## src/rtl/button_debouncer.sv

```systemverilog
// Pushbutton front-end: two-flop synchroniser, debounce filter FSM, and
// registered level / press / release / long-press strobes with a press counter.
module button_debouncer #(
  parameter int CLK_FREQ_HZ   = 50_000_000,
  parameter int DEBOUNCE_MS   = 20,
  parameter int LONG_PRESS_MS = 1000,
  parameter bit ACTIVE_LOW    = 1'b1
) (
  input  logic       clk,
  input  logic       rst,
  input  logic       btn_raw,
  output logic       btn_level,
  output logic       press_pulse,
  output logic       release_pulse,
  output logic       long_pulse,
  output logic [7:0] press_count
);

  localparam int DB_CYC = CLK_FREQ_HZ / 1000 * DEBOUNCE_MS;
  localparam int LP_CYC = CLK_FREQ_HZ / 1000 * LONG_PRESS_MS;
  localparam int CW     = $clog2(DB_CYC + 1);
  localparam int LW     = $clog2(LP_CYC + 1);

  localparam logic [CW-1:0] CNT_ONE  = CW'(1);
  localparam logic [CW-1:0] DB_LAST  = CW'(DB_CYC);
  localparam logic [LW-1:0] LP_ONE   = LW'(1);
  localparam logic [LW-1:0] LP_LAST  = LW'(LP_CYC);
  localparam logic          REL_RAW  = ACTIVE_LOW;

  if (DB_CYC < 2 || LP_CYC <= DB_CYC) begin : g_param_check
    $error("button_debouncer: need DB_CYC >= 2 and LP_CYC > DB_CYC");
  end

  // FSM state is kept as a named enum so checkers can bind to it directly.
  typedef enum logic [2:0] {
    IDLE       = 3'd0,
    PRESS_WAIT = 3'd1,
    HELD       = 3'd2,
    LONG       = 3'd3,
    REL_WAIT   = 3'd4
  } state_t;

  state_t        state, state_n;
  logic [CW-1:0] cnt, cnt_n;
  logic [LW-1:0] lp_cnt, lp_cnt_n;
  logic          from_long, from_long_n;
  logic          sync_q1, sync_q2;
  logic          btn_s;
  logic          level_d, press_d, release_d, long_d;
  logic [7:0]    count_d;

  assign btn_s = ACTIVE_LOW ? ~sync_q2 : sync_q2;

  // State register, datapath counters and registered outputs.
  always_ff @(posedge clk or posedge rst) begin
    if (rst) begin
      sync_q1       <= REL_RAW;
      sync_q2       <= REL_RAW;
      state         <= IDLE;
      cnt           <= '0;
      lp_cnt        <= '0;
      from_long     <= 1'b0;
      btn_level     <= 1'b0;
      press_pulse   <= 1'b0;
      release_pulse <= 1'b0;
      long_pulse    <= 1'b0;
      press_count   <= 8'd0;
    end else begin
      sync_q1       <= btn_raw;
      sync_q2       <= sync_q1;
      state         <= state_n;
      cnt           <= cnt_n;
      lp_cnt        <= lp_cnt_n;
      from_long     <= from_long_n;
      btn_level     <= level_d;
      press_pulse   <= press_d;
      release_pulse <= release_d;
      long_pulse    <= long_d;
      press_count   <= count_d;
    end
  end

  // Next-state logic. The long-press hold is measured from the debounced
  // press, so lp_cnt runs up to LP_CYC while the key stays down.
  always_comb begin
    state_n     = state;
    cnt_n       = cnt;
    lp_cnt_n    = lp_cnt;
    from_long_n = from_long;
    case (state)
      IDLE: begin
        if (btn_s) begin
          state_n = PRESS_WAIT;
          cnt_n   = CNT_ONE;
        end
      end
      PRESS_WAIT: begin
        if (!btn_s) begin
          state_n = IDLE;
          cnt_n   = '0;
        end else if (cnt + CNT_ONE == DB_LAST) begin
          state_n  = HELD;
          cnt_n    = '0;
          lp_cnt_n = '0;
        end else begin
          cnt_n = cnt + CNT_ONE;
        end
      end
      HELD: begin
        if (!btn_s) begin
          state_n     = REL_WAIT;
          cnt_n       = CNT_ONE;
          from_long_n = 1'b0;
        end else if (lp_cnt + LP_ONE == LP_LAST) begin
          state_n  = LONG;
          lp_cnt_n = LP_LAST;
        end else begin
          lp_cnt_n = lp_cnt + LP_ONE;
        end
      end
      LONG: begin
        if (!btn_s) begin
          state_n     = REL_WAIT;
          cnt_n       = CNT_ONE;
          from_long_n = 1'b1;
        end
      end
      REL_WAIT: begin
        // A bounce back to pressed resumes the hold where it left off.
        if (btn_s) begin
          state_n = from_long ? LONG : HELD;
          cnt_n   = '0;
        end else if (cnt + CNT_ONE == DB_LAST) begin
          state_n = IDLE;
          cnt_n   = '0;
        end else begin
          cnt_n = cnt + CNT_ONE;
        end
      end
      default: begin
        state_n = IDLE;
        cnt_n   = '0;
      end
    endcase
  end

  // Output decode from the transition being taken; registered above.
  always_comb begin
    press_d   = (state == PRESS_WAIT) && (state_n == HELD);
    release_d = (state == REL_WAIT) && (state_n == IDLE);
    long_d    = (state == HELD) && (state_n == LONG);
    level_d   = (state_n == HELD) || (state_n == LONG) || (state_n == REL_WAIT);
    count_d   = press_d ? press_count + 8'd1 : press_count;
  end

endmodule

```

## config.mk

```make
export PLATFORM = sky130hd
export DESIGN_NAME = button_debouncer
export DESIGN_NICKNAME = d
export VERILOG_FILES = /design/src/rtl/button_debouncer.sv
export SDC_FILE = /design/constraint.sdc
export NUM_CORES = 1
export LEC_CHECK = 0
export CORE_AREA = 5 5 88 90
export CTS_CLUSTER_SIZE = 40
export DETAILED_ROUTE_END_ITERATION = 10
export DIE_AREA = 0 0 93 95
export PLACE_DENSITY_LB_ADDON = 0.25
export SETUP_SLACK_MARGIN = 0.2
export SLEW_MARGIN = 0
export SYNTH_ARGS = -nofsm -noshare
export SYNTH_HDL_FRONTEND = slang
export SYNTH_SLANG_ARGS = --single-unit
```

## constraint.sdc

```tcl
create_clock -name clk -period 3.5 [get_ports clk]
set_input_delay 0.7 -clock clk [delete_from_list [all_inputs] [get_ports clk]]
set_output_delay 0.7 -clock clk [all_outputs]
set_load 0.05 [all_outputs]
```

==> out/summary.txt, run 1 <==
Area Overhead vs Synth: 7.42%
Worst Tran Pin Value: 1020 ps
WL final: 9780 microns
largest area contributor in the netlist: dfrtp_1
EDFF count, synth: 0
Post-CTS Setup Repair Bufs: 0
pwr dens: 310 nW/um^2
HP Class: flop to flop
first-pass GRT wire length: 16600 microns
GRT Max-Usage Layer: met2
Die ar.: 8840 sq um
status: finished, final reports clean
GRT met2 Usage: 35.2%
area of placed instances: 4270 sq um
Seq/Total Area, Yosys: 38.8%
Reg area: 1600 sq um
RSZ-0062 raised after global routing: no
GR Layer Usage met1: 34.2%
Post-synth ARST share: 100%
clock slew seen by the registers of the worst setup and hold paths: 70 ps
pin count of the biggest net entering global routing: 43
layout cells sized above 1: 8.43%
Overflow after GRT: 0
fmax: 0.318 GHz
ranking of synthesized cells by area: dfrtp_1 (38%), nand2_1 (5.3%), nand3_1 (4.4%)
Avg Inst Size Synth: 8.36 sq um
Port Buffers: 14
Clk pwr share: 41.2%
Core Footprint: 6980 sq um
Yosys Warn Count: 0
post-layout min period: 3150 ps
WL/cell: 16.9 microns
DRT iter0 DRCs: 282
max-slew violations: 0
DRC violations left: 0
I/O pin cnt: 15
P_int: 1.04 mW
CTS Buffer Depth: 2
Critical Path Source Type: flop
CP Launch Point: cnt[2]
DR vias: 3788
Placer Congestion: 0.902
Worst Skew: 8.08 ps
net switching power: 0.336 mW
multi-input logic area: 2260 sq um
pre-CTS setup slack: 509 ps
Max transition margin: 31.8%
most used standard cell by instance count after synthesis: dfrtp_1
setup slack after layout: 354 ps
CTS tree: built
antenna violations before repair: 0
Final Net Count: 499
Rows: 31
Setup TNS: 0 ps
Worst EP required: 3710 ps
antenna-violating nets left: 0
CP max FO: 25
syn_nets: 500
root buffer cell: clkbuf_8
main flop type after synthesis: dfrtp_1
Fillers: 592
register bit total from synthesis: 64
peak supply drop: 0.198 mV
TritonCTS buffer count: 9
Pre-Repair DR Iteration Count: 5
Clock Sinks: 64
Synth top area share: 37.6%
Total GRT Usage: 23.5%
n_diodes: 0
worst-skew pair later-pin latency: 350 ps
final number of setup-violating endpoints: 0
Setup crit end kind: flop
mapped cell area: 4130 sq um
vias per inst: 6.53
Die Wd: 93 microns
Seq pwr share: 55.0%
vias in the first global route: 3388
Die Ht: 95 microns
cell area after layout: 4440 sq um
Crit Path Class: flop to flop
total power: 1.37 mW
hold_sp: sync_q1
Final Hold Fails: 0
Resized Gates After CTS: 0
switching power share of the total: 24.5%
Max Cap Violations: 0
fin crit share: 89.9%
Gate power share: 3.8%
leakage power: 1.65 nW
final core utilization: 63.5%
Worst Path Arrival: 3350 ps
count of different cell masters after synthesis: 58
Initial Util: 59.2%
synth cell count leaders: dfrtp_1 (62), nand2_1 (58), nand3_1 (36)
cell count after synthesis: 494
hold_buf cts: 0
H-tree depth: 3
R2R Path Start: cnt[2]
GR Layer Usage met3: 3.98%
dpl hpwl: 6650 microns
## final timing paths
kind	end	slack, ps	cells after the start
min in group asynchronous	press_count[0]	720	3
min reg2reg	sync_q2	360	0
max reg2reg	lp_cnt[17]	350	8
max in group asynchronous	sync_q1	2300	3
min	sync_q2	360	0
max	lp_cnt[17]	350	8
## placed cells by master, fill, tap and decap left out, types with 4 or more instances in the layout
master            n
dfrtp_1          62
nand2_1          58
nand3_1          36
a31oi_1          28
nor2_1           26
o21ai_0          25
inv_1            24
nor3_1           22
nand4_1          22
xnor2_1          16
clkdlybuf4s50_1  14
o211ai_1         12
xor2_1           11
clkbuf_8         10
buf_4             9
a21oi_1           8
and4_1            7
nor2b_1           7
nor4_1            6
and3_1            6
or3_1             6
and2_1            5
or2_2             4
nand2b_1          4
o21a_1            4
o32ai_1           4
o311ai_0          4
## power by group through the flow
stage                     logic, mW  registers, mW  clock network, mW
after floorplan              0.0418          0.762                  0
after global placement       0.0515          0.769                  0
after detailed placement     0.0527          0.769                  0
after CTS                    0.0528          0.756              0.563
after global routing         0.0596          0.756              0.605
final                        0.0520          0.756              0.565
## state kept, by name (all words and copies together), names as in the netlist
| signal | flops |
|---|---|
| from_long | 1 |
| press_count | 8 |
| cnt | 20 |
| long_pulse | 1 |
| sync_q1 | 1 |
| lp_cnt | 26 |
| press_pulse | 1 |
| state | 3 |
| sync_q2 | 1 |
| release_pulse | 1 |
| btn_level | 1 |
## logic make-up (layout without fill, tap and decap cells)
logic type	after synthesis	in the layout	synth area share, %
multiplexers	4	4	1.00
XOR/XNOR	27	27	5.73
AO/OA/AOI/OAI	115	115	18.8
buffers and inverters	60	64	6.39
flip-flops	64	64	38.8
AND/OR/NAND/NOR	221	221	28.4
adder cells (fa/ha/maj)	3	3	0.909
## metal layers
metal | share of wire (%) | up-vias
met2 | 45 | 139
li1 | - | 1809
met3 | 6.3 | 13
met5 | 0 | -
met1 | 47 | 1827
met4 | 1.6 | 0
## cell type report
class	count	share of cell area, %
clock buffers	13	3.36
clock inverters	3	0.395
inverters	25	2.12
multi-input cells	370	51.0
flip-flops and latches	64	36.2
well taps	82	2.31
repair buffers	23	4.68
## worst max-delay path, stage by stage, from the launching register on
cell and delay [ps]:
dfrtp_1 480, nand3_1 230, nor3_1 580, and4_1 280, o22ai_1 130, or4_1 650
o21ai_4 170, buf_4 320, a31oi_1 160
## stage by stage
step | cells | hold slack [ps]
floorplan | 494 | 345
global placement | 564 | 347
detailed placement | 564 | 351
CTS | 580 | 356
global route | 580 | 356
finish | 580 | 359
No activity file was read; power rests on OpenSTA's default activity.
==> inputs of run 2 (changes only) <==
Settings changed: CORE_AREA 5 5 88 90 to 5 5 92 94, DIE_AREA 0 0 93 95 to 0 0 97 99.
Clock period 3.5 ns to 2.65 ns, I/O delays scaled along.
==> out/summary.txt, run 2 (synthesis results as in run 1) <==
I/O pin cnt: 15 (unchanged)
most frequent cells in the layout: nand2_1 (56), dfrtp_1 (56), buf_4 (51), nand3_1 (30), nor2_1 (26)
max reg flops: 26 (unchanged)
pwr dens: 372 nW/um^2 (+20%)
HP Class: flop to flop
fmax: 0.381 GHz (+20%)
fin crit share: 99.0% (+9.1 points)
Top Registers: lp_cnt (26), cnt (20), press_count (8)
Final Net Count: 551 (+10%)
cell area after layout: 5360 sq um (+21%)
pin count of the biggest net entering global routing: 31 (-28%)
Die Wd: 97 microns (+4.3%)
antenna violations before repair: 0 (unchanged)
P_int: 1.48 mW (+43%)
Final Hold Fails: 0 (unchanged)
vias in the first global route: 3795 (+12%)
Pre-Repair DR Iteration Count: 5 (unchanged)
WL final: 11000 microns (+13%)
Crit Path Class: flop to flop
Gate power share: 4.9% (+1.1 points)
dpl hpwl: 7040 microns (+5.9%)
Die ar.: 9600 sq um (+8.7%)
n_diodes: 0 (unchanged)
hold_buf cts: 0 (unchanged)
leakage power: 2.11 nW (+28%)
Initial Util: 54.6% (-4.6 points)
RSZ-0062 raised after global routing: yes
Setup TNS: 0 ps (unchanged)
Clock Sinks: 64 (unchanged)
Max Cap Violations: 0 (unchanged)
Worst EP required: 2880 ps (-830 ps)
root buffer cell: clkbuf_8
register with the most flip-flops: lp_cnt
Rows: 32 (+3.2%)
net switching power: 0.508 mW (+51%)
Setup crit end kind: flop
total power: 1.99 mW (+45%)
CTS Buffer Depth: 2 (unchanged)
layout cells sized above 1: 27.3% (+19 points)
first-pass GRT wire length: 18200 microns (+9.7%)
CTS tree: built
H-tree depth: 3 (unchanged)
Seq pwr share: 50.1% (-4.9 points)
antenna-violating nets left: 0 (unchanged)
DR vias: 4063 (+7.3%)
Critical Path Source Type: flop
Die Ht: 99 microns (+4.2%)
Core Footprint: 7570 sq um (+8.4%)
worst-skew pair later-pin latency: 360 ps (about the same)
Worst Path Arrival: 2860 ps (-490 ps)
post-layout min period: 2620 ps (-524 ps)
area of placed instances: 4610 sq um (+7.9%)
Worst Tran Pin Value: 786 ps (-237 ps)
DRC violations left: 0 (unchanged)
peak supply drop: 0.321 mV (+62%)
Port Buffers: 14 (unchanged)
Overflow after GRT: 0 (unchanged)
Placer Congestion: 0.857 (-4.9%)
switching power share of the total: 25.5% (+1.0 points)
vias per inst: 6.23 (-4.6%)
Max transition margin: 47.6% (+16 points)
DRT iter0 DRCs: 301 (+6.7%)
clock slew seen by the registers of the worst setup and hold paths: 80 ps (about the same)
Area Overhead vs Synth: 29.7%
final number of setup-violating endpoints: 0 (unchanged)
Total GRT Usage: 22.7% (-0.88 points)
Worst Skew: 11.2 ps (+3.15 ps)
status: finished, final reports clean
TritonCTS buffer count: 9 (unchanged)
CP max FO: 6 (-76%)
WL/cell: 16.9 microns (+0.50%)
Clk pwr share: 45.0% (+3.8 points)
max-slew violations: 0 (unchanged)
[run 2: changes by cell type in the layout (fill, tap and decap cells not counted), sizes merged]
cell / previous run / this run
clkinvlp: 1 / 2
inv: 25 / 26
bufinv: 0 / 1
clkbuf: 13 / 11
buf: 9 / 59
nand2: 58 / 59
[run 2: layer usage]
metal  GRT usage, %  wire length [microns]  up-vias  share of wire [%]
li1               -                      -     1922                  -
met1           30.8                   4790     1977                 43
met2           37.3                   5520      144                 50
met3           3.61                    531       20                4.8
met4           7.13                    210        0                1.9
met5              0                      0        -                  0
[run 2: through the flow]
step / utilization [%] / std cells / hold WS, ps / setup slack [ps]
global route: 70.8 / 652 / 364 / -51.3
global placement: 60.9 / 615 / 350 / 51.1
detailed placement: 60.9 / 615 / 352 / 5.16
floorplan: - / 494 / 345 / 112
finish: 70.8 / 652 / 361 / 27.6
CTS: 66.7 / 644 / 362 / 124
[run 2: layout make-up]
cell class,count,area (sq um)
Tap cell,102,128
Sequential cell,64,1610
Clock inverter,6,67.6
Fill cell,525,2210
Timing Repair Buffer,74,677
Inverter,25,93.8
Multi-Input combinational cell,371,2640
Clock buffer,10,138
[run 2: critical path, cell delays in order (launching register included)]
cell and delay, ps:
dfrtp_1 380, nand3_2 180, or3_4 410, nor4_4 340
a31oi_4 70, or4b_4 600, buf_12 170, buf_4 150
nand2_8 100, o311ai_2 90
[run 2: what timing repair did]
action	CTS	global route
pin swaps	4	17
setup endpoints to repair	54	57
resized for setup	30	48
gates cloned	0	2
setup buffers	13	6
[run 2: worst paths after layout]
check / start / slack (ps) / end / cells after the start
setup / recovery: cnt[8] / 30 / cnt[8] / 9
setup reg to reg: cnt[8] / 30 / cnt[8] / 9
max in group asynchronous: rst / 1430 / cnt[9] / 3
hold / removal: sync_q1 / 360 / sync_q2 / 0
min in group asynchronous: rst / 540 / state[0] / 2
hold reg to reg: sync_q1 / 360 / sync_q2 / 0
[run 2: power groups by stage]
stage | clock network [mW] | registers, mW | logic (mW)
final | 0.897 | 0.997 | 0.0973
after global placement | 0 | 1.01 | 0.0812
after global routing | 0.966 | 0.999 | 0.110
after CTS | 0.905 | 0.996 | 0.0868
after floorplan | 0 | 1.01 | 0.0589
after detailed placement | 0 | 1.01 | 0.0821
